**config.mk**
```make
export PLATFORM = sky130hd
export DESIGN_NAME = writeback_arbiter_flat
export DESIGN_NICKNAME = d
export VERILOG_FILES = /design/src/rtl/writeback_arbiter_pkg.sv /design/src/rtl/writeback_arbiter_if.sv /design/src/rtl/writeback_arbiter_fifo.sv /design/src/rtl/writeback_arbiter.sv /design/src/flat_wrapper.sv
export SDC_FILE = /design/constraint.sdc
export NUM_CORES = 1
export LEC_CHECK = 0
export BUFFER_PORTS_ARGS = -buffer_cell sky130_fd_sc_hd__buf_2
export CAP_MARGIN = 20
export CELL_PAD_IN_SITES_DETAIL_PLACEMENT = 1
export CELL_PAD_IN_SITES_GLOBAL_PLACEMENT = 1
export CORE_ASPECT_RATIO = 0.8
export CORE_MARGIN = 1.5
export CORE_UTILIZATION = 25
export DETAILED_ROUTE_END_ITERATION = 16
export PLACE_DENSITY_LB_ADDON = 0.3
export SLEW_MARGIN = 20
export SYNTH_ARGS = -nofsm -noshare
export SYNTH_HDL_FRONTEND = slang
export SYNTH_SLANG_ARGS = --single-unit
```
**constraint.sdc**
```tcl
create_clock -name clk -period 6.69 [get_ports clk]
set_input_delay 0.3345 -clock clk [delete_from_list [all_inputs] [get_ports clk]]
set_output_delay 0.3345 -clock clk [all_outputs]
set_load 0.01 [all_outputs]
```
**src/rtl/writeback_arbiter_pkg.sv**
```systemverilog
// Shared types and constants for the register-file writeback arbiter.
package writeback_arbiter_pkg;

    localparam int XLEN       = 32;
    localparam int REG_ADDR_W = 5;
    localparam int NUM_REGS   = 32;

    typedef struct packed {
        logic [REG_ADDR_W-1:0] rd;
        logic [XLEN-1:0]       data;
    } wb_result_t;

    function automatic logic [NUM_REGS-1:0] reg_onehot(input logic [REG_ADDR_W-1:0] r);
        reg_onehot    = '0;
        reg_onehot[r] = 1'b1;
    endfunction

endpackage

```
**src/rtl/writeback_arbiter_if.sv**
```systemverilog
// Writeback arbiter bus: pipeline result, LL result handshake, issue, decode query, RF write.
interface writeback_arbiter_if #(
    parameter int XLEN = 32
);
    logic            pipe_valid;
    logic [4:0]      pipe_rd;
    logic [XLEN-1:0] pipe_data;
    logic            pipe_stall;
    logic            ll_valid;
    logic            ll_ready;
    logic [4:0]      ll_rd;
    logic [XLEN-1:0] ll_data;
    logic            iss_valid;
    logic [4:0]      iss_rd;
    logic [4:0]      rs1_addr;
    logic [4:0]      rs2_addr;
    logic            rs1_busy;
    logic            rs2_busy;
    logic            wr_en;
    logic [4:0]      wr_addr;
    logic [XLEN-1:0] wr_data;

    modport master (
        output pipe_valid, pipe_rd, pipe_data, ll_valid, ll_rd, ll_data,
               iss_valid, iss_rd, rs1_addr, rs2_addr,
        input  pipe_stall, ll_ready, rs1_busy, rs2_busy, wr_en, wr_addr, wr_data
    );

    modport slave (
        input  pipe_valid, pipe_rd, pipe_data, ll_valid, ll_rd, ll_data,
               iss_valid, iss_rd, rs1_addr, rs2_addr,
        output pipe_stall, ll_ready, rs1_busy, rs2_busy, wr_en, wr_addr, wr_data
    );
endinterface

```
**src/rtl/writeback_arbiter_fifo.sv**
```systemverilog
// wb_sync_fifo: small synchronous FIFO with wrap-bit pointers; head is read combinationally.
module wb_sync_fifo #(
    parameter int DEPTH = 4,
    parameter int WIDTH = 37
) (
    input  logic             clk,
    input  logic             rst,
    input  logic             push,
    input  logic [WIDTH-1:0] din,
    input  logic             pop,
    output logic             full,
    output logic             empty,
    output logic [WIDTH-1:0] head
);
    localparam int AW = $clog2(DEPTH);

    logic [WIDTH-1:0] mem [DEPTH];
    logic [AW:0]      wptr, rptr;

    assign empty = (wptr == rptr);
    assign full  = (wptr[AW] != rptr[AW]) && (wptr[AW-1:0] == rptr[AW-1:0]);
    assign head  = mem[rptr[AW-1:0]];

    always_ff @(posedge clk or posedge rst) begin
        if (rst) begin
            wptr <= '0;
            rptr <= '0;
        end else begin
            if (push) wptr <= wptr + 1'b1;
            if (pop)  rptr <= rptr + 1'b1;
        end
    end

    // Storage needs no reset: the pointers alone define which entries are live.
    always_ff @(posedge clk) begin
        if (push) mem[wptr[AW-1:0]] <= din;
    end
endmodule

```
**src/rtl/writeback_arbiter.sv**
```systemverilog
// Register-file writeback arbiter: pipeline result vs. queued long-latency results, plus scoreboard.
// Optional WB_FULL_STALL_EN: a full LL FIFO takes priority and stalls the pipeline.
module writeback_arbiter
    import writeback_arbiter_pkg::*;
#(
    parameter int LL_FIFO_DEPTH = 4,
    parameter int XLEN          = writeback_arbiter_pkg::XLEN
) (
    input logic               clk,
    input logic               rst,
    writeback_arbiter_if.slave bus
);
    wb_result_t          ll_in, head;
    logic                push, pop, full, empty;
    logic                sel_pipe, stall_full;
    logic [NUM_REGS-1:0] pending, set_mask, clr_mask;
    logic                wr_en_q;
    logic [4:0]          wr_addr_q;
    logic [XLEN-1:0]     wr_data_q;

`ifdef WB_FULL_STALL_EN
    assign stall_full = full;
`else
    assign stall_full = 1'b0;
`endif

    assign ll_in          = '{rd: bus.ll_rd, data: bus.ll_data};
    assign bus.ll_ready   = !full;
    assign bus.pipe_stall = stall_full;
    assign push           = bus.ll_valid && !full;
    assign sel_pipe       = bus.pipe_valid && !stall_full;
    assign pop            = !sel_pipe && !empty;

    wb_sync_fifo #(
        .DEPTH (LL_FIFO_DEPTH),
        .WIDTH ($bits(wb_result_t))
    ) u_fifo (
        .clk   (clk),
        .rst   (rst),
        .push  (push),
        .din   (ll_in),
        .pop   (pop),
        .full  (full),
        .empty (empty),
        .head  (head)
    );

    // x0 is never marked; OR-ing the set after the clear makes issue win over commit.
    assign set_mask = (bus.iss_valid && bus.iss_rd != '0) ? reg_onehot(bus.iss_rd) : '0;
    assign clr_mask = pop ? reg_onehot(head.rd) : '0;

    always_ff @(posedge clk or posedge rst) begin
        if (rst) pending <= '0;
        else     pending <= (pending & ~clr_mask) | set_mask;
    end

    assign bus.rs1_busy = pending[bus.rs1_addr] && (bus.rs1_addr != '0);
    assign bus.rs2_busy = pending[bus.rs2_addr] && (bus.rs2_addr != '0);

    // A selected rd==0 result is consumed but never raises wr_en.
    always_ff @(posedge clk or posedge rst) begin
        if (rst) begin
            wr_en_q   <= 1'b0;
            wr_addr_q <= '0;
            wr_data_q <= '0;
        end else if (sel_pipe) begin
            wr_en_q   <= (bus.pipe_rd != '0);
            wr_addr_q <= bus.pipe_rd;
            wr_data_q <= bus.pipe_data;
        end else if (pop) begin
            wr_en_q   <= (head.rd != '0);
            wr_addr_q <= head.rd;
            wr_data_q <= head.data;
        end else begin
            wr_en_q   <= 1'b0;
        end
    end

    assign bus.wr_en   = wr_en_q;
    assign bus.wr_addr = wr_addr_q;
    assign bus.wr_data = wr_data_q;
endmodule

```
**src/flat_wrapper.sv**
```systemverilog
// flat-port wrapper written by rule: the top's interface ports become plain ports
module writeback_arbiter_flat import writeback_arbiter_pkg::*;
#(
    parameter int LL_FIFO_DEPTH = 4,
    parameter int XLEN          = writeback_arbiter_pkg::XLEN
)
  (clk, rst, bus_pipe_valid, bus_pipe_rd, bus_pipe_data, bus_ll_valid, bus_ll_rd, bus_ll_data, bus_iss_valid, bus_iss_rd, bus_rs1_addr, bus_rs2_addr, bus_pipe_stall, bus_ll_ready, bus_rs1_busy, bus_rs2_busy, bus_wr_en, bus_wr_addr, bus_wr_data);
  writeback_arbiter_if #(.XLEN(XLEN)) bus_i ();
  input logic clk;
  input logic rst;
  input wire logic [$bits(bus_i.pipe_valid)-1:0] bus_pipe_valid;
  input wire logic [$bits(bus_i.pipe_rd)-1:0] bus_pipe_rd;
  input wire logic [$bits(bus_i.pipe_data)-1:0] bus_pipe_data;
  input wire logic [$bits(bus_i.ll_valid)-1:0] bus_ll_valid;
  input wire logic [$bits(bus_i.ll_rd)-1:0] bus_ll_rd;
  input wire logic [$bits(bus_i.ll_data)-1:0] bus_ll_data;
  input wire logic [$bits(bus_i.iss_valid)-1:0] bus_iss_valid;
  input wire logic [$bits(bus_i.iss_rd)-1:0] bus_iss_rd;
  input wire logic [$bits(bus_i.rs1_addr)-1:0] bus_rs1_addr;
  input wire logic [$bits(bus_i.rs2_addr)-1:0] bus_rs2_addr;
  output wire logic [$bits(bus_i.pipe_stall)-1:0] bus_pipe_stall;
  output wire logic [$bits(bus_i.ll_ready)-1:0] bus_ll_ready;
  output wire logic [$bits(bus_i.rs1_busy)-1:0] bus_rs1_busy;
  output wire logic [$bits(bus_i.rs2_busy)-1:0] bus_rs2_busy;
  output wire logic [$bits(bus_i.wr_en)-1:0] bus_wr_en;
  output wire logic [$bits(bus_i.wr_addr)-1:0] bus_wr_addr;
  output wire logic [$bits(bus_i.wr_data)-1:0] bus_wr_data;
  assign bus_i.pipe_valid = bus_pipe_valid;
  assign bus_i.pipe_rd = bus_pipe_rd;
  assign bus_i.pipe_data = bus_pipe_data;
  assign bus_i.ll_valid = bus_ll_valid;
  assign bus_i.ll_rd = bus_ll_rd;
  assign bus_i.ll_data = bus_ll_data;
  assign bus_i.iss_valid = bus_iss_valid;
  assign bus_i.iss_rd = bus_iss_rd;
  assign bus_i.rs1_addr = bus_rs1_addr;
  assign bus_i.rs2_addr = bus_rs2_addr;
  assign bus_pipe_stall = bus_i.pipe_stall;
  assign bus_ll_ready = bus_i.ll_ready;
  assign bus_rs1_busy = bus_i.rs1_busy;
  assign bus_rs2_busy = bus_i.rs2_busy;
  assign bus_wr_en = bus_i.wr_en;
  assign bus_wr_addr = bus_i.wr_addr;
  assign bus_wr_data = bus_i.wr_data;
  writeback_arbiter #(.LL_FIFO_DEPTH(LL_FIFO_DEPTH), .XLEN(XLEN)) u_core (.clk(clk), .rst(rst), .bus(bus_i));
endmodule
```
== Yosys cells after proc, flatten, opt, wreduce, memory -nomap -nowiden ==
Memory sizes are Yosys's and may differ from the RTL's.
Index checks and enable logic that the tools add are counted.

* Add/subtract/negate cells: 2
* Magnitude comparators: 6
* Equal/unequal tests: 3
* Muxes and demuxes: 18
* Bitwise logic cells: 3
* Reduce and logical (&&, ||, !) cells: 17

{| class="wikitable"
|+ Operators with widths
! cell !! count
|-
| $mux 32 || 4
|-
| $and 32x32->32 || 1
|-
| $not 32->32 || 1
|-
| $or 32x32->32 || 1
|-
| $reduce_bool 5->1 || 5
|-
| $lt 5x6->1 const B || 4
|-
| $bmux 1 s5 || 2
|-
| $demux 1 s5 || 2
|-
| $ge 5x1->1 const B || 2
|-
| $mux 5 || 2
|-
| $logic_and 1x1->1 || 8
|-
| $mux 1 || 8
|-
| $add 3x1->3 const B || 2
|-
| $eq 3x3->1 || 1
|-
| $logic_not 1->1 || 3
|-
| $eq 2x2->1 || 1
|-
| $reduce_bool 2->1 || 1
|-
| $ne 1x1->1 || 1
|}

* Register bits: 76
* Memory bits (writable): 148
* Input port bits: 94
* Memories: 1

{| class="wikitable"
|+ Memories
! name !! depth !! width !! rd ports !! clocked after Yosys merged registers in !! write ports !! line !! RTL
|-
| u_core.u_fifo.mem || 4 || 37 || 1 || 0 || 1 || writeback_arbiter_fifo.sv:17 || <nowiki>logic [WIDTH-1:0] mem [DEPTH];</nowiki>
|}

== Logic depth before layout (Yosys ltp) ==
An unclocked memory read counts as a cell.

* Word-level depth: 9
* Mapped depth: 7

== By module ==
From an unflattened synthesis, not the netlist that was laid out.

* Cells, all modules: 591
* Area, all modules: 9315.2 sq um

{| class="wikitable"
|+ Modules (own cells, without submodules)
! module !! instances !! cells an instance !! area an instance (sq um) !! sequential area each (sq um)
|-
| wb_sync_fifo || 1 || 224 || 5676.7 || 4594.4
|-
| writeback_arbiter || 1 || 367 || 3638.5 || 1726.7
|}

== Worst setup path after synthesis ==
No wires, ideal clock.

* Path type: reg-to-reg
* Start: register u_core.u_fifo.rptr[0]
* End: memory u_core.u_fifo.mem[3][0] (enable)
* Setup time: 0.399 ns
* Data arrival time: 2.132 ns
* Data required time: 6.291 ns
* Slack: 4.158 ns
* Cell stages (with the launch flop): 5
* Cell sequence: dfrtp_1 > buf_6 > xnor2_1 > a31oi_1 > and2_1

* Cells in the longest elaborated chain, start to end: 6

{| class="wikitable"
|+ RTL lines
! element !! line !! RTL
|-
| from (decl) || writeback_arbiter_fifo.sv:18 || <nowiki>logic [AW:0] wptr, rptr;</nowiki>
|-
| from (signal assigned) || writeback_arbiter_fifo.sv:30 || <nowiki>if (pop) rptr <= rptr + 1'b1;</nowiki>
|-
| $eq 2x2->1 || writeback_arbiter_fifo.sv:21 || <nowiki>assign full = (wptr[AW] != rptr[AW]) && (wptr[AW-1:0] == rptr[AW-1:0]);</nowiki>
|-
| $logic_and 1x1->1 || writeback_arbiter_fifo.sv:21 ||
|-
| $logic_not 1->1 || writeback_arbiter.sv:30 || <nowiki>assign push = bus.ll_valid && !full;</nowiki>
|-
| $logic_and 1x1->1 || writeback_arbiter.sv:30 ||
|-
| $mux 1 || writeback_arbiter_fifo.sv:36 || <nowiki>if (push) mem[wptr[AW-1:0]] <= din;</nowiki>
|-
| $mux 1 (not written as such) || writeback_arbiter_fifo.sv:36 ||
|-
| to (decl) || writeback_arbiter_fifo.sv:17 ||
|}

No other way between the ends.

== Worst setup path after layout ==
* Start: register u_core.u_fifo.rptr[1]
* End: memory u_core.u_fifo.mem[1][14] (enable)

Same word-level chain as after synthesis.

==> impl_metrics.prom <==
# TYPE chip_impl_metric gauge
chip_impl_metric{name="finalHoldViolations",unit=""} 0
chip_impl_info{name="worst_setup_path_start_kind",value="register"} 1
chip_impl_metric{name="tritoncts_num_sinks",unit=""} 223
chip_impl_metric{name="cts_resized",unit=""} 0
chip_impl_metric{name="vdd.ir_drop.worst",unit="mV"} 0.2313
chip_impl_metric{name="mappedNetlistArea",unit="sq mm"} 0.009493
chip_impl_metric{name="grt-ovfl-total",unit=""} 0
chip_impl_metric{name="ys_async_sr_fraction",unit=""} 0.3363
chip_impl_metric{name="post-dp-hpwl",unit="um"} 15630
chip_impl_metric{name="synth_top_area_frac",unit=""} 0.4682
chip_impl_metric{name="synthCells",unit=""} 607
chip_impl_metric{name="grt_max_degree",unit=""} 77
chip_impl_info{name="crit_path_end_kind",value="register"} 1
chip_impl_metric{name="post_drt_via_cell_ratio",unit=""} 4.576
chip_impl_metric{name="synth_seq_area_share",unit=""} 0.6659
chip_impl_metric{name="cts_inserted_buffers",unit=""} 25
chip_impl_metric{name="final_cells",unit=""} 1263
chip_impl_metric{name="slew_headroom",unit=""} 0.2924
chip_impl_metric{name="power.density",unit="mW/mm^2"} 448.5
chip_impl_metric{name="routed_wire_length_per_instance",unit="um"} 19.37
chip_impl_metric{name="synth.ff_latch_count",unit=""} 223
chip_impl_metric{name="clockBufferDepth",unit=""} 3
chip_impl_metric{name="portBuffers",unit=""} 134
chip_impl_metric{name="clk_transition_reported_paths",unit="ps"} 60
chip_impl_metric{name="effective_utilization_at_floorplan",unit=""} 0.2551
chip_impl_metric{name="p_leak",unit="uW"} 0.004511
chip_impl_metric{name="clock_skew",unit="ps"} 12.13
chip_impl_metric{name="placeableCoreArea",unit="sq mm"} 0.03721
chip_impl_metric{name="cap_viol_max_count",unit=""} 0
chip_impl_info{name="rsz0062_at_grt",value="no"} 1
chip_impl_metric{name="grt_first_pass_wirelength",unit="um"} 38050
chip_impl_metric{name="ys_types",unit=""} 41
chip_impl_metric{name="report.final.setup_viol",unit=""} 0
chip_impl_info{name="crit_family",value="flip-flops"} 1
chip_impl_metric{name="critPathMaxStageDelay",unit="ps"} 1030
chip_impl_metric{name="grtUsageTotal",unit=""} 0.1260
chip_impl_info{name="layout.cells.most_common_list",value="148 x sky130_fd_sc_hd__edfxtp_1, 134 x sky130_fd_sc_hd__buf_2, 73 x sky130_fd_sc_hd__dfrtp_1"} 1
chip_impl_metric{name="dr.first_iter.drc_count",unit=""} 327
chip_impl_info{name="mostFrequentLayoutCell",value="sky130_fd_sc_hd__edfxtp_1"} 1
chip_impl_metric{name="standard_cell_rows",unit=""} 63
chip_impl_metric{name="synth.net_count",unit=""} 706
chip_impl_metric{name="placed_cells",unit=""} 1190
chip_impl_metric{name="postRouteAntennaNets",unit=""} 0
chip_impl_metric{name="critical_path_peak_fanout",unit=""} 40
chip_impl_metric{name="period_share",unit=""} 0.4911
chip_impl_metric{name="antenna_found_initial",unit=""} 4
chip_impl_metric{name="num-nets-final",unit=""} 854
chip_impl_info{name="run_status",value="finished, violations left"} 1
chip_impl_info{name="cells_taking_the_most_area_after_synthesis",value="sky130_fd_sc_hd__edfxtp_1 47%, sky130_fd_sc_hd__dfrtp_1 20%, sky130_fd_sc_hd__mux4_2 12%"} 1
chip_impl_metric{name="timing.setup.tns",unit="ps"} 0
chip_impl_metric{name="design.die.area",unit="sq mm"} 0.03916
chip_impl_info{name="tritoncts",value="done"} 1
chip_impl_metric{name="worst_tran_pin_value",unit="ps"} 1061
chip_impl_metric{name="critical_path_arrival",unit="ps"} 3440
chip_impl_info{name="holdCritPathClass",value="in -> reg"} 1
chip_impl_metric{name="clk_latency",unit="ps"} 540
chip_impl_metric{name="final_max_slew_viol_count",unit=""} 0
chip_impl_metric{name="die_width",unit="um"} 220.9
chip_impl_metric{name="io-pin-count",unit=""} 136
chip_impl_metric{name="wirelength",unit="um"} 24470
chip_impl_metric{name="firstDrtPassIters",unit=""} 10
chip_impl_info{name="post_synth_top_flop",value="sky130_fd_sc_hd__edfxtp_1"} 1
chip_impl_info{name="worstSetupPathType",value="reg -> reg"} 1
chip_impl_metric{name="die_height",unit="um"} 177.3
chip_impl_metric{name="number_of_synthesized_flops_with_an_enable_pin",unit=""} 148
chip_impl_metric{name="synthToLayoutAreaGrowth",unit="%"} 23.61
chip_impl_metric{name="h_tree_levels",unit=""} 1
chip_impl_metric{name="timing.fmax",unit="MHz"} 304.4
chip_impl_metric{name="first_global_vias",unit=""} 6197
chip_impl_metric{name="synth_area_per_cell",unit="sq um"} 15.64
chip_impl_metric{name="totalPowerFinal",unit="uW"} 5262
chip_impl_info{name="slowest_cell_on_the_critical_path",value="sky130_fd_sc_hd__dfrtp_2"} 1
chip_impl_metric{name="detailroute.via_count",unit=""} 5779
chip_impl_metric{name="worstPathBufferInverterCount",unit=""} 0
chip_impl_metric{name="crit_required",unit="ps"} 6840
chip_impl_info{name="violated_checks",value="DRC"} 1
chip_impl_metric{name="finalCriticalPeriod",unit="ps"} 3286
chip_impl_info{name="cts_root_buffer",value="sky130_fd_sc_hd__clkbuf_16"} 1
chip_impl_metric{name="layout.filler_cells",unit=""} 3949
chip_impl_metric{name="gpl.final_weighted_congestion",unit=""} 0.7136
chip_impl_info{name="cp_cell_sequence",value="xnor2_1 -> a31oi_1 -> and2_2"} 1
chip_impl_metric{name="ys.warnings.count",unit=""} 0
chip_impl_metric{name="holdWs",unit="ps"} 16.04
chip_impl_metric{name="drc",unit=""} 2
chip_impl_metric{name="drive_gt1_frac",unit=""} 0.3066
chip_impl_info{name="top_cell_type_by_total_area_after_synthesis",value="sky130_fd_sc_hd__edfxtp_1"} 1
==> tightest hold or removal path, stage by stage <==
cell,delay [ps]
sky130_fd_sc_hd__buf_2,70
sky130_fd_sc_hd__nand2_1,40
sky130_fd_sc_hd__o21ai_0,50
==> kinds of logic (layout without fill, tap and decap cells) <==
kind of cell / count (synthesis) / in the layout / share of synthesized area
buf+inv: 48 / 214 / 0.02254
other cells: 1 / 4 / 0.0003950
flops: 223 / 223 / 0.6659
fa+ha+maj: 5 / 5 / 0.006590
mux: 98 / 98 / 0.1713
xor+xnor: 8 / 8 / 0.007381
simple gates: 101 / 101 / 0.05035
compound gates: 123 / 123 / 0.07552
==> synthesized netlist by cell type, types with 3 or more instances <==
| cell | instances |
|---|---|
| sky130_fd_sc_hd__nand2b_1 | 4 |
| sky130_fd_sc_hd__mux2i_1 | 44 |
| sky130_fd_sc_hd__ha_1 | 5 |
| sky130_fd_sc_hd__nor2_1 | 9 |
| sky130_fd_sc_hd__nor2b_1 | 4 |
| sky130_fd_sc_hd__buf_4 | 4 |
| sky130_fd_sc_hd__and2_1 | 6 |
| sky130_fd_sc_hd__a21oi_1 | 46 |
| sky130_fd_sc_hd__mux4_2 | 50 |
| sky130_fd_sc_hd__mux2_2 | 3 |
| sky130_fd_sc_hd__xnor2_1 | 5 |
| sky130_fd_sc_hd__clkbuf_1 | 27 |
| sky130_fd_sc_hd__a41oi_1 | 16 |
| sky130_fd_sc_hd__nand2_1 | 60 |
| sky130_fd_sc_hd__xor2_1 | 3 |
| sky130_fd_sc_hd__dfrtp_1 | 75 |
| sky130_fd_sc_hd__inv_1 | 5 |
| sky130_fd_sc_hd__o21ai_0 | 40 |
| sky130_fd_sc_hd__a31oi_1 | 16 |
| sky130_fd_sc_hd__buf_2 | 9 |
| sky130_fd_sc_hd__edfxtp_1 | 148 |
| sky130_fd_sc_hd__nor3_1 | 3 |
==> metrics by stage <==
stage	utilization	setup WS, ps	instance area [sq um]
after floorplan	-	4158	9493
after global placement	0.2860	3391	10640
after detailed placement	0.2860	3306	10640
after CTS	0.3152	3289	11730
after global routing	0.3153	3123	11730
final	0.3154	3404	11730
==> state kept, by name, indices dropped and copies added (netlist names) <==
signal / cells
u_core.bus.wr_data: 32
u_core.u_fifo.rptr: 3
u_core.u_fifo.wptr: 3
u_core.pending: 31
u_core.bus.wr_addr: 5
u_core.u_fifo.mem: 148
u_core.bus.wr_en: 1
==> final cells by class <==
class	count	area, sq um	area share
clock inverter	15	192.7	0.01642
clock buffer	30	644.4	0.05492
antenna	3	7.507	0.0006398
inverter	5	20.02	0.001706
multi-input combinational	336	2975	0.2536
tap	487	609.3	0.05193
sequential	223	6326	0.5391
timing repair buffer	164	958.4	0.08168
==> final timing paths <==
kind | startpoint | to | slack, ps | cells past startpoint
hold / removal | bus_pipe_data[21] | u_core.bus.wr_data[21]$_DFFE_PP0P_ | 20 | 3
min in group asynchronous | rst | u_core.bus.wr_data[18]$_DFFE_PP0P_ | 380 | 3
hold reg to reg | u_core.u_fifo.wptr[2]$_DFFE_PP0P_ | u_core.u_fifo.wptr[2]$_DFFE_PP0P_ | 530 | 1
setup / recovery | u_core.u_fifo.rptr[1]$_DFFE_PP0P_ | u_core.u_fifo.mem[1][14]$_DFFE_PP_ | 3400 | 3
max in group asynchronous | rst | u_core.u_fifo.rptr[0]$_DFFE_PP0P_ | 5160 | 4
setup reg to reg | u_core.u_fifo.rptr[1]$_DFFE_PP0P_ | u_core.u_fifo.mem[1][14]$_DFFE_PP_ | 3400 | 3
==> power breakdown <==
part	switching (uW)	internal [uW]	leakage (uW)
logic	864	761	0.00185
clock network	562	845	0.000402
registers	313	1920	0.00226
total	1740	3520	0.00451
==> per-layer routing <==
metal  routed length (um)  up-vias  track usage
li1                     -     2666            -
met1                11500     2944       0.1771
met2                11330      128       0.2000
met3                 1171       37      0.02666
met4                  452        4      0.02845
met5                   21        -            0
==> what timing repair did <==
item | 4_1_cts | 5_1_grt
hold buffers | 25 | 0
endpoints found under the hold margin | 61 | 0
buffers inserted | 0 | 0
(Power assumes the default switching activity.)
